File: src/rtl/if_pkg.sv
// ---------------------------------------------------------------------------
// if_pkg
//   Shared definitions for the instruction-fetch stage.
//   RESET_PC_DEF : default boot PC
//   INSTR_NOP    : word presented on instr_data_o while the fetch buffer is empty
//   if_state_e   : fetch controller states
//   word_align() : clears the two low address bits
// ---------------------------------------------------------------------------
package if_pkg;

    localparam logic [31:0] RESET_PC_DEF = 32'h0000_0000;
    localparam logic [31:0] INSTR_NOP    = 32'h0000_0013;

    typedef enum logic [1:0] {
        BOOT  = 2'd0,
        RUN   = 2'd1,
        DRAIN = 2'd2
    } if_state_e;

    function automatic logic [31:0] word_align(input logic [31:0] addr);
        return addr & ~32'h3;
    endfunction

endpackage

File: src/rtl/if_fifo.sv
// ---------------------------------------------------------------------------
// if_fifo
//   Fetch buffer holding {instruction word, PC} pairs, DEPTH entries
//   (power of two, >= 2). Head is presented combinationally.
// Ports
//   clk, rst             : clock, asynchronous active-high reset
//   push, push_data/pc   : write one entry at the tail
//   pop                  : drop the head entry (ignored when empty)
//   flush                : discard all entries; dominates push/pop
//   head_data, head_pc   : current head entry
//   count                : number of valid entries
//   empty                : count == 0
// ---------------------------------------------------------------------------
module if_fifo #(
    parameter int unsigned DEPTH = 2,
    parameter int unsigned CW    = $clog2(DEPTH) + 1
) (
    input  logic          clk,
    input  logic          rst,
    input  logic          push,
    input  logic [31:0]   push_data,
    input  logic [31:0]   push_pc,
    input  logic          pop,
    input  logic          flush,
    output logic [31:0]   head_data,
    output logic [31:0]   head_pc,
    output logic [CW-1:0] count,
    output logic          empty
);

    localparam int unsigned AW = $clog2(DEPTH);

    logic [31:0]   data_mem [DEPTH];
    logic [31:0]   pc_mem   [DEPTH];
    logic [AW-1:0] wr_ptr;
    logic [AW-1:0] rd_ptr;
    logic          do_push;
    logic          do_pop;

    assign empty   = (count == '0);
    assign do_pop  = pop && !empty;
    assign do_push = push && ((count != CW'(DEPTH)) || do_pop);

    assign head_data = data_mem[rd_ptr];
    assign head_pc   = pc_mem[rd_ptr];

    always_ff @(posedge clk or posedge rst) begin
        if (rst) begin
            wr_ptr <= '0;
            rd_ptr <= '0;
            count  <= '0;
        end else if (flush) begin
            wr_ptr <= '0;
            rd_ptr <= '0;
            count  <= '0;
        end else begin
            if (do_push) wr_ptr <= wr_ptr + AW'(1);
            if (do_pop)  rd_ptr <= rd_ptr + AW'(1);
            count <= count + CW'(do_push) - CW'(do_pop);
        end
    end

    // Storage needs no reset: entries are only visible once counted.
    always_ff @(posedge clk) begin
        if (do_push && !flush) begin
            data_mem[wr_ptr] <= push_data;
            pc_mem[wr_ptr]   <= push_pc;
        end
    end

endmodule

File: src/rtl/if_stage.sv
// ---------------------------------------------------------------------------
// if_stage
//   Instruction-fetch stage: owns the PC, issues word fetches on a req/gnt +
//   rvalid memory port, buffers returned words and hands them to id_stage
//   with valid/ready. Redirects from EX flush the buffer and discard any
//   responses still in flight for the wrong path.
// Parameters
//   RESET_PC   : PC loaded on reset
//   FIFO_DEPTH : fetch-buffer entries (power of two, >= 2)
// Ports
//   clk, rst                      : clock, asynchronous active-high reset
//   imem_req_o / imem_addr_o      : fetch request and word address
//   imem_gnt_i                    : request accepted this cycle
//   imem_rvalid_i / imem_rdata_i  : in-order response
//   redirect_i / redirect_pc_i    : taken branch/jump target from EX
//   instr_valid_o / instr_ready_i : handshake towards id_stage
//   instr_data_o / instr_pc_o     : buffer head (NOP / 0 when empty)
//   misalign_o                    : sticky misaligned-redirect flag
// Build option
//   IF_MISALIGN_CHK_EN : a redirect with target[1:0] != 0 sets misalign_o and
//                        stops further fetching until reset. Without it the
//                        target is silently word aligned and fetch continues.
// ---------------------------------------------------------------------------
module if_stage
    import if_pkg::*;
#(
    parameter logic [31:0] RESET_PC   = RESET_PC_DEF,
    parameter int unsigned FIFO_DEPTH = 2
) (
    input  logic        clk,
    input  logic        rst,
    output logic        imem_req_o,
    output logic [31:0] imem_addr_o,
    input  logic        imem_gnt_i,
    input  logic        imem_rvalid_i,
    input  logic [31:0] imem_rdata_i,
    input  logic        redirect_i,
    input  logic [31:0] redirect_pc_i,
    output logic        instr_valid_o,
    input  logic        instr_ready_i,
    output logic [31:0] instr_data_o,
    output logic [31:0] instr_pc_o,
    output logic        misalign_o
);

    localparam int unsigned CW = $clog2(FIFO_DEPTH) + 1;
    localparam logic [CW:0] DEPTH_W = (CW + 1)'(FIFO_DEPTH);

    if_state_e     state, state_next;
    logic [31:0]   pc, pc_next;
    logic [CW-1:0] outstanding, outstanding_next;
    logic [CW-1:0] discard, discard_next;
    logic          misalign;

    logic [CW-1:0] fifo_count;
    logic          fifo_empty;
    logic [31:0]   head_data;
    logic [31:0]   head_pc;

    logic [CW:0]   credit_used;
    logic          grant;
    logic          take;
    logic          drop;
    logic          push;
    logic          pop;
    logic [31:0]   resp_pc;

    // Credits: every granted request owns a buffer slot until it is popped,
    // so the buffer can never overflow.
    assign credit_used = {1'b0, outstanding} + {1'b0, fifo_count};
    assign imem_req_o  = (state == RUN) && !misalign && (credit_used < DEPTH_W);
    assign imem_addr_o = pc;
    assign grant       = imem_req_o && imem_gnt_i;

    // discard is only non-zero in DRAIN, where outstanding is zero.
    assign drop = imem_rvalid_i && (discard != '0);
    assign take = imem_rvalid_i && (discard == '0) && (outstanding != '0);

    assign push = take && !redirect_i;
    assign pop  = !fifo_empty && instr_ready_i && !redirect_i;

    // All live requests were issued consecutively since the last redirect,
    // so the oldest one (the one now returning) sits outstanding words
    // behind the current PC. This replaces a per-request PC queue.
    assign resp_pc = pc - 32'({outstanding, 2'b00});

    always_comb begin
        state_next       = state;
        pc_next          = pc;
        outstanding_next = outstanding + CW'(grant) - CW'(take);
        discard_next     = discard;

        if (grant) pc_next = pc + 32'd4;
        if (drop)  discard_next = discard - CW'(1);

        if (redirect_i) begin
            pc_next          = word_align(redirect_pc_i);
            outstanding_next = '0;
            if (state != DRAIN) discard_next = outstanding + CW'(grant) - CW'(take);
        end

        case (state)
            BOOT:    state_next = RUN;
            RUN:     if (redirect_i && ((outstanding != '0) || grant)) state_next = DRAIN;
            DRAIN:   if (discard_next == '0) state_next = RUN;
            default: state_next = BOOT;
        endcase
    end

    always_ff @(posedge clk or posedge rst) begin
        if (rst) begin
            state       <= BOOT;
            pc          <= RESET_PC;
            outstanding <= '0;
            discard     <= '0;
        end else begin
            state       <= state_next;
            pc          <= pc_next;
            outstanding <= outstanding_next;
            discard     <= discard_next;
        end
    end

`ifdef IF_MISALIGN_CHK_EN
    logic misalign_next;

    always_comb begin
        misalign_next = misalign;
        if (redirect_i && (redirect_pc_i[1:0] != 2'b00)) misalign_next = 1'b1;
    end

    always_ff @(posedge clk or posedge rst) begin
        if (rst) misalign <= 1'b0;
        else     misalign <= misalign_next;
    end
`else
    assign misalign = 1'b0;
`endif

    assign misalign_o = misalign;

    if_fifo #(
        .DEPTH(FIFO_DEPTH)
    ) u_fifo (
        .clk      (clk),
        .rst      (rst),
        .push     (push),
        .push_data(imem_rdata_i),
        .push_pc  (resp_pc),
        .pop      (pop),
        .flush    (redirect_i),
        .head_data(head_data),
        .head_pc  (head_pc),
        .count    (fifo_count),
        .empty    (fifo_empty)
    );

    assign instr_valid_o = !fifo_empty;
    assign instr_data_o  = fifo_empty ? INSTR_NOP : head_data;
    assign instr_pc_o    = fifo_empty ? '0 : head_pc;

endmodule

File: config.mk
export PLATFORM = sky130hd
export DESIGN_NAME = if_stage
export DESIGN_NICKNAME = d
export VERILOG_FILES = /design/src/rtl/if_pkg.sv /design/src/rtl/if_fifo.sv /design/src/rtl/if_stage.sv
export SDC_FILE = /design/constraint.sdc
export NUM_CORES = 1
export LEC_CHECK = 0
export BUFFER_PORTS_ARGS = -buffer_cell sky130_fd_sc_hd__buf_2
export CAP_MARGIN = 20
export CELL_PAD_IN_SITES_DETAIL_PLACEMENT = 1
export CELL_PAD_IN_SITES_GLOBAL_PLACEMENT = 2
export CORE_MARGIN = 2
export CORE_UTILIZATION = 38
export DETAILED_ROUTE_END_ITERATION = 12
export GPL_ROUTABILITY_DRIVEN = 0
export PLACE_DENSITY = 0.81
export RECOVER_POWER = 25
export REMOVE_ABC_BUFFERS = 1
export SLEW_MARGIN = 10
export SYNTH_ARGS = -nofsm -noshare
export SYNTH_HDL_FRONTEND = slang
export SYNTH_SLANG_ARGS = --single-unit
File: constraint.sdc
create_clock -name clk -period 7.21 [get_ports clk]
set_clock_uncertainty 0.2 [all_clocks]
set_input_delay 1.442 -clock clk [delete_from_list [all_inputs] [get_ports clk]]
set_output_delay 1.442 -clock clk [all_outputs]
set_load 0.05 [all_outputs]
# Yosys cells after proc, flatten, opt, wreduce, memory -nomap -nowiden
# Memory sizes are Yosys's and may differ from the RTL's.
# Index checks and enable logic that the tools add are counted.
dict set report word_totals {
  register_bits 42
  mem_bits_rw 128
  input_bits 70
  out_inout_bits 99
  mem_count 2
}
dict set report classes {
  add_sub_neg 10
  n_lt_le_gt_ge 1
  n_eq_ne 6
  mux 18
  n_reduce_logical 26
}
# memory words width read_ports rd_ports_with_merged_regs write_ports line
set memory_table {}
lappend memory_table {u_fifo.data_mem 2 32 1 0 1 if_fifo.sv:33} ;# logic [31:0] data_mem [DEPTH];
lappend memory_table {u_fifo.pc_mem 2 32 1 0 1 if_fifo.sv:34} ;# logic [31:0] pc_mem [DEPTH];
# operator n
set ops {}
lappend ops {{2-to-1 mux 32 bit} 4}
lappend ops {{adder 32 x 3 -> 32 bit (second input constant)} 1}
lappend ops {{subtractor 32 x 4 -> 32 bit} 1}
lappend ops {{2-to-1 mux 2 bit} 7}
lappend ops {{logical AND 1 bit} 12}
lappend ops {{nonzero test 2 bit} 5}
lappend ops {{logical NOT 2 bit} 4}
lappend ops {{2-to-1 mux 1 bit} 6}
lappend ops {{!= test 2 bit (second input constant)} 3}
lappend ops {{one-hot mux 2 bit (3 select lines)} 1}
lappend ops {{adder 2 x 1 -> 2 bit} 2}
lappend ops {{subtractor 2 x 1 -> 2 bit} 2}
lappend ops {{adder 2 x 2 -> 3 bit} 1}
lappend ops {{< comparator 3 x 2 -> 1 bit (second input constant)} 1}
lappend ops {{adder 1 bit (second input constant)} 2}
lappend ops {{== test 2 x 1 -> 1 bit (second input constant)} 1}
lappend ops {{== test 2 bit (second input constant)} 1}
lappend ops {{logical NOT 1 bit} 2}
lappend ops {{logical OR 1 bit} 2}
lappend ops {{!= test 2 x 1 -> 1 bit (second input constant)} 1}
lappend ops {{AND reduction 2 bit} 1}
lappend ops {{subtractor 2 x 1 -> 2 bit (second input constant)} 1}

# Longest topological paths before layout
dict set report logic_depth {
  depth_word 11
  mapped_depth 12
}

# Cells and area by module
# From an unflattened synthesis, not the netlist that was laid out.
dict set report unflattened {
  cells_unflattened 620
  hier_area_um2 8141.6
}
# mod n_inst cells_each area_per_inst_um2 seq_area_each_um2
set modules_own_cells {}
lappend modules_own_cells {if_fifo 1 222 4859.7 3943.8}
lappend modules_own_cells {if_stage 1 398 3281.9 900.9}

# Least setup slack after synthesis
# No wires, ideal clock.
dict set report synth_path {
  path_kind {in2reg}
  from {input redirect_i}
  to {memory u_fifo.data_mem[0][0] (enable)}
  arrival_ps 5022
  required_time_ps 6519
  slack_ps 1497
  stages 3
  n_path_buf 1
  path_cell_list {clkbuf_1 > a2111oi_0 > nor2b_1}
}
dict set report synth_via {
  elab_chain_len 8
}
# element line
set synth_rtl {}
lappend synth_rtl {{start: declaration} if_stage.sv:37} ;# input logic redirect_i,
lappend synth_rtl {{logical NOT 1 bit *} {if_fifo.sv:65, if_stage.sv:79, if_stage.sv:80}}
lappend synth_rtl {{logical AND 1 bit} if_stage.sv:80} ;# assign pop = !fifo_empty && instr_ready_i && !redirect_i;
lappend synth_rtl {{logical AND 1 bit} if_fifo.sv:41} ;# assign do_pop = pop && !empty;
lappend synth_rtl {{logical OR 1 bit} if_fifo.sv:42} ;# assign do_push = push && ((count != CW'(DEPTH)) || do_pop);
lappend synth_rtl {{logical AND 1 bit} if_fifo.sv:42}
lappend synth_rtl {{logical AND 1 bit *} if_fifo.sv:65} ;# if (do_push && !flush) begin
lappend synth_rtl {{2-to-1 mux 1 bit *} if_fifo.sv:65}
lappend synth_rtl {{2-to-1 mux 1 bit (implied by the code) *} if_fifo.sv:66} ;# data_mem[wr_ptr] <= push_data;
lappend synth_rtl {{end: declaration} if_fifo.sv:33}
# Every way passes the cells marked *; elsewhere a longest branch is shown, timed or not.

# Final worst setup path
dict set report layout_path {
  from {register u_fifo.count[0]}
  to {output imem_req_o}
}
dict set report layout_via {
  elab_chain_len 3
}
# element line
set layout_rtl {}
lappend layout_rtl {{start: declaration} if_fifo.sv:27} ;# output logic [CW-1:0] count,
lappend layout_rtl {{start signal: assignment} if_fifo.sv:59} ;# count <= count + CW'(do_push) - CW'(do_pop);
lappend layout_rtl {{adder 2 x 2 -> 3 bit} if_stage.sv:70} ;# assign credit_used = {1'b0, outstanding} + {1'b0, fifo_count};
lappend layout_rtl {{< comparator 3 x 2 -> 1 bit} if_stage.sv:71} ;# assign imem_req_o = (state == RUN) && !misalign && (credit_used < DEPTH_W);
lappend layout_rtl {{logical AND 1 bit} if_stage.sv:71}
lappend layout_rtl {{end: declaration} if_stage.sv:32} ;# output logic imem_req_o,
# No other way between the ends.

==> impl_metrics.yaml <==
grt:
  overflow: 0
  grt_antenna_before_repair: 0
  grt_pass1_wl_mm: 30.4
  grt_pass1_vias: 5978
  grt_use_total_pct: 17.8
  grt_max_degree: 64
floorplanning:
  initial_core_util_pct: 38.5
  die_w_um: 147
  die_y_um: 147
  rows: 52
  top_level_ports: 169
  coreArea_sq_mm: 0.0201
  fp.dieArea_sq_mm: 0.0215
synth:
  synth_simple_gate_area_share_pct: 15.1
  synth-compound-area-share_pct: 5.19
  synth_top_family_by_area: "simple AND/OR/NAND/NOR gates"
  ys_seq_area_share_pct: 61.0
  syn_avg_cell_area_sq_um: 12.0
  ys_warn_count: 0
  synth-adder-area-share_pct: 1.81
  synth.distinct_cells: 44
  synthCells: 647
  netlist_area_sq_mm: 0.00774
  ys_ff_latch: 164
  synth-xor-area-share_pct: 4.75
  synth_mux_area_share_pct: 8.28
cts:
  cts_buffers: 17
  clk_pin_slew_worst_paths_ps: 70
  postCtsSetupBuffers: 0
  holdBufCountCts: 0
  h-tree-depth: 4
  cts.sinks: 164
  clk_path_buf_depth: 2
  insertion_delay_ps: 420
  cts-root-buf: "clkbuf_16"
  ctsResizeCount: 0
  cts_tree: "built"
worst_setup_path:
  cp_max_fo: 14
  max_stage_delay_ps: 630
  cpLargestDelayFamily: "simple AND/OR/NAND/NOR gates"
  worst-path-buf-inv: 2
  slowest_stage: "or4b_4"
  path_cells: "and2_1 > fa_1 > or4b_4 > inv_1 > buf_2"
  cp.required_ps: 5570
  endpoint_kind: "output port"
  arrival_ps: 2500
  reg2reg_from: "u_fifo.count[0]"
  r2r-end: "imem_addr_o[27]"
  r2r_slack_ps: 3750
  startpoint_type: "flop"
  ff2ff_path_depth: 6
  crit_type: "reg -> out"
power:
  peakVddDrop_uv: 133
  power.leakage_nw: 3.48
  power.density_mw_per_mm2: 305
drt:
  wirelength_mm: 18.9
  viasPerCell: 5.15
  drt_first_iter_violations: 195
  dr.pass1.iters: 4
  ant_nets: 0
  drc: 0
  avgRoutedWirePerCell_um: 17.7
  vias: 5499
sta:
  post-route-worst-setup-slack_ps: 3070
  min_period_ps: 4140
  min_period_over_period_pct: 57.4
  finalHoldViolCount: 0
  maxSlewHeadroom_pct: -54.1
  rsz0062_at_grt: "false"
  final_max_slew_viol_count: 41
  fmax_mhz: 242
  finalSetupViolCount: 0
  whs_ps: 345
  totalNegativeSetupSlack_ps: 0
  tightest_slew_ps: 2310
run:
  maxCapViolations: 1
placed_design:
  pre_cts_slack_ps: 2430
  dp_hpwl_mm: 13.1
  io_buffers: 161
finish:
  area_growth_pct: 20.8
  final_cell_mix: "145 x buf_2, 124 x edfxtp_1, 94 x nor2_1, 64 x mux2i_1, 39 x dfrtp_1"
  antennaDiodeCount: 0
  drive_above_1_share_pct: 23.9
  final_nets: 865
  register_area_sq_mm: 0.00473
  layout_commonest_cell: "buf_2"
  fillers: 2195
  multi_input_area_sq_mm: 0.00275
min_path:
  min-delay-start: "state[1]"
  whs_path_depth: 1
  hp-class: "reg -> reg"
  hold_end: "state[0]"
status:
  violations: "capacitance limit, slew limit"
  status: "complete, but fails checks"
## worst reg2reg max path: stages, from the launching register on
cell and delay, ps:
dfrtp_1 440, and2_1 170, fa_1 440, or4b_4 630
or4_1 750, or4_1 560, a31oi_1 200
## cells in the mapped netlist
library cell | count | area (sq um)
and2_1 | 2 | 12.5
and3_1 | 1 | 6.26
buf_2 | 8 | 40.0
a21oi_1 | 2 | 10.0
o21bai_1 | 1 | 7.51
and3b_1 | 1 | 8.76
o211ai_1 | 4 | 30.0
o31ai_1 | 13 | 97.6
nor2_1 | 95 | 357
a311oi_1 | 1 | 8.76
nor4_1 | 15 | 93.8
nand4b_1 | 1 | 8.76
o22ai_1 | 1 | 6.26
inv_1 | 19 | 71.3
and4_1 | 3 | 26.3
or4_1 | 19 | 143
buf_4 | 5 | 37.5
a2111oi_0 | 1 | 8.76
fa_1 | 2 | 40.0
o21ai_0 | 18 | 90.1
a22oi_1 | 4 | 30.0
xor2_1 | 22 | 193
a31o_2 | 1 | 8.76
conb_1 | 1 | 3.75
buf_1 | 7 | 26.3
nand3_1 | 13 | 65.1
dfrtp_1 | 40 | 1000
edfxtp_1 | 124 | 3720
xnor2_1 | 20 | 175
ha_1 | 8 | 100
or4b_2 | 1 | 10.0
or3_1 | 12 | 75.1
mux2i_1 | 64 | 641
nand2_1 | 36 | 135
nor3_1 | 11 | 55.1
nand4_1 | 8 | 50.1
a31oi_1 | 15 | 93.8
or4b_4 | 1 | 13.8
nor3b_1 | 1 | 7.51
clkbuf_1 | 32 | 120
a311o_1 | 1 | 10.0
nor4b_2 | 2 | 30.0
nor2b_1 | 9 | 56.3
or2_2 | 2 | 12.5
## report_power, final
| group | internal [W] | switching, W | total, W |
|---|---|---|---|
| Sequential | 0.00110 | 0.0000899 | 0.00119 |
| Combinational | 0.000210 | 0.000526 | 0.000737 |
| Clock | 0.000548 | 0.000377 | 0.000925 |
## flip-flops by register name (all words and copies together) (netlist names)
register / flops
u_fifo.pc_mem: 60
imem_addr_o: 30
u_fifo.count: 2
state: 2
u_fifo.rd_ptr: 1
u_fifo.data_mem: 64
discard: 2
u_fifo.wr_ptr: 1
outstanding: 2
## per-stage QoR
stage / instances / util, % / power (W) / cell area (sq um)
CTS: 1066 / 46.4 / 0.00288 / 9330
floorplan: 599 / - / 0.00174 / 7530
detailed placement: 1034 / 43.4 / 0.00195 / 8720
global route: 1068 / 46.5 / 0.00298 / 9350
finish: 1068 / 46.5 / 0.00285 / 9350
global placement: 1034 / 43.4 / 0.00193 / 8720
## cells by family after synthesis
group,after synthesis
flops,164
simple gates,233
fa+ha+maj,10
mux,64
other cells,1
buf+inv,71
xor+xnor,42
compound gates,62
## per-layer routing
layer	vias to the layer above	global-route usage, %	share of wire (%)
met3	24	3.42	4.3
li1	2622	-	-
met1	2718	21.4	43
met4	0	7.33	1.8
met5	-	0	0
met2	135	31.3	51
## worst max path at each step
stage,start,end,depth (start not counted)
finish,u_fifo.count[0],imem_req_o,5
global route,rst,u_fifo.rd_ptr,3
CTS,redirect_i,u_fifo.pc_mem[0][23],4
detailed placement,redirect_i,u_fifo.data_mem[0][15],4
global placement,redirect_i,u_fifo.data_mem[0][14],4
floorplan,imem_rvalid_i,u_fifo.data_mem[0][0],3
## area by class of cell
class / count / area share [%]
Clock inverter: 15 / 1.94
Tap cell: 270 / 3.61
Timing Repair Buffer: 167 / 9.12
Multi-Input combinational cell: 416 / 29.4
Sequential cell: 164 / 50.6
Clock buffer: 17 / 4.55
Inverter: 19 / 0.763
Note: power is estimated with default switching activity, not from simulation.
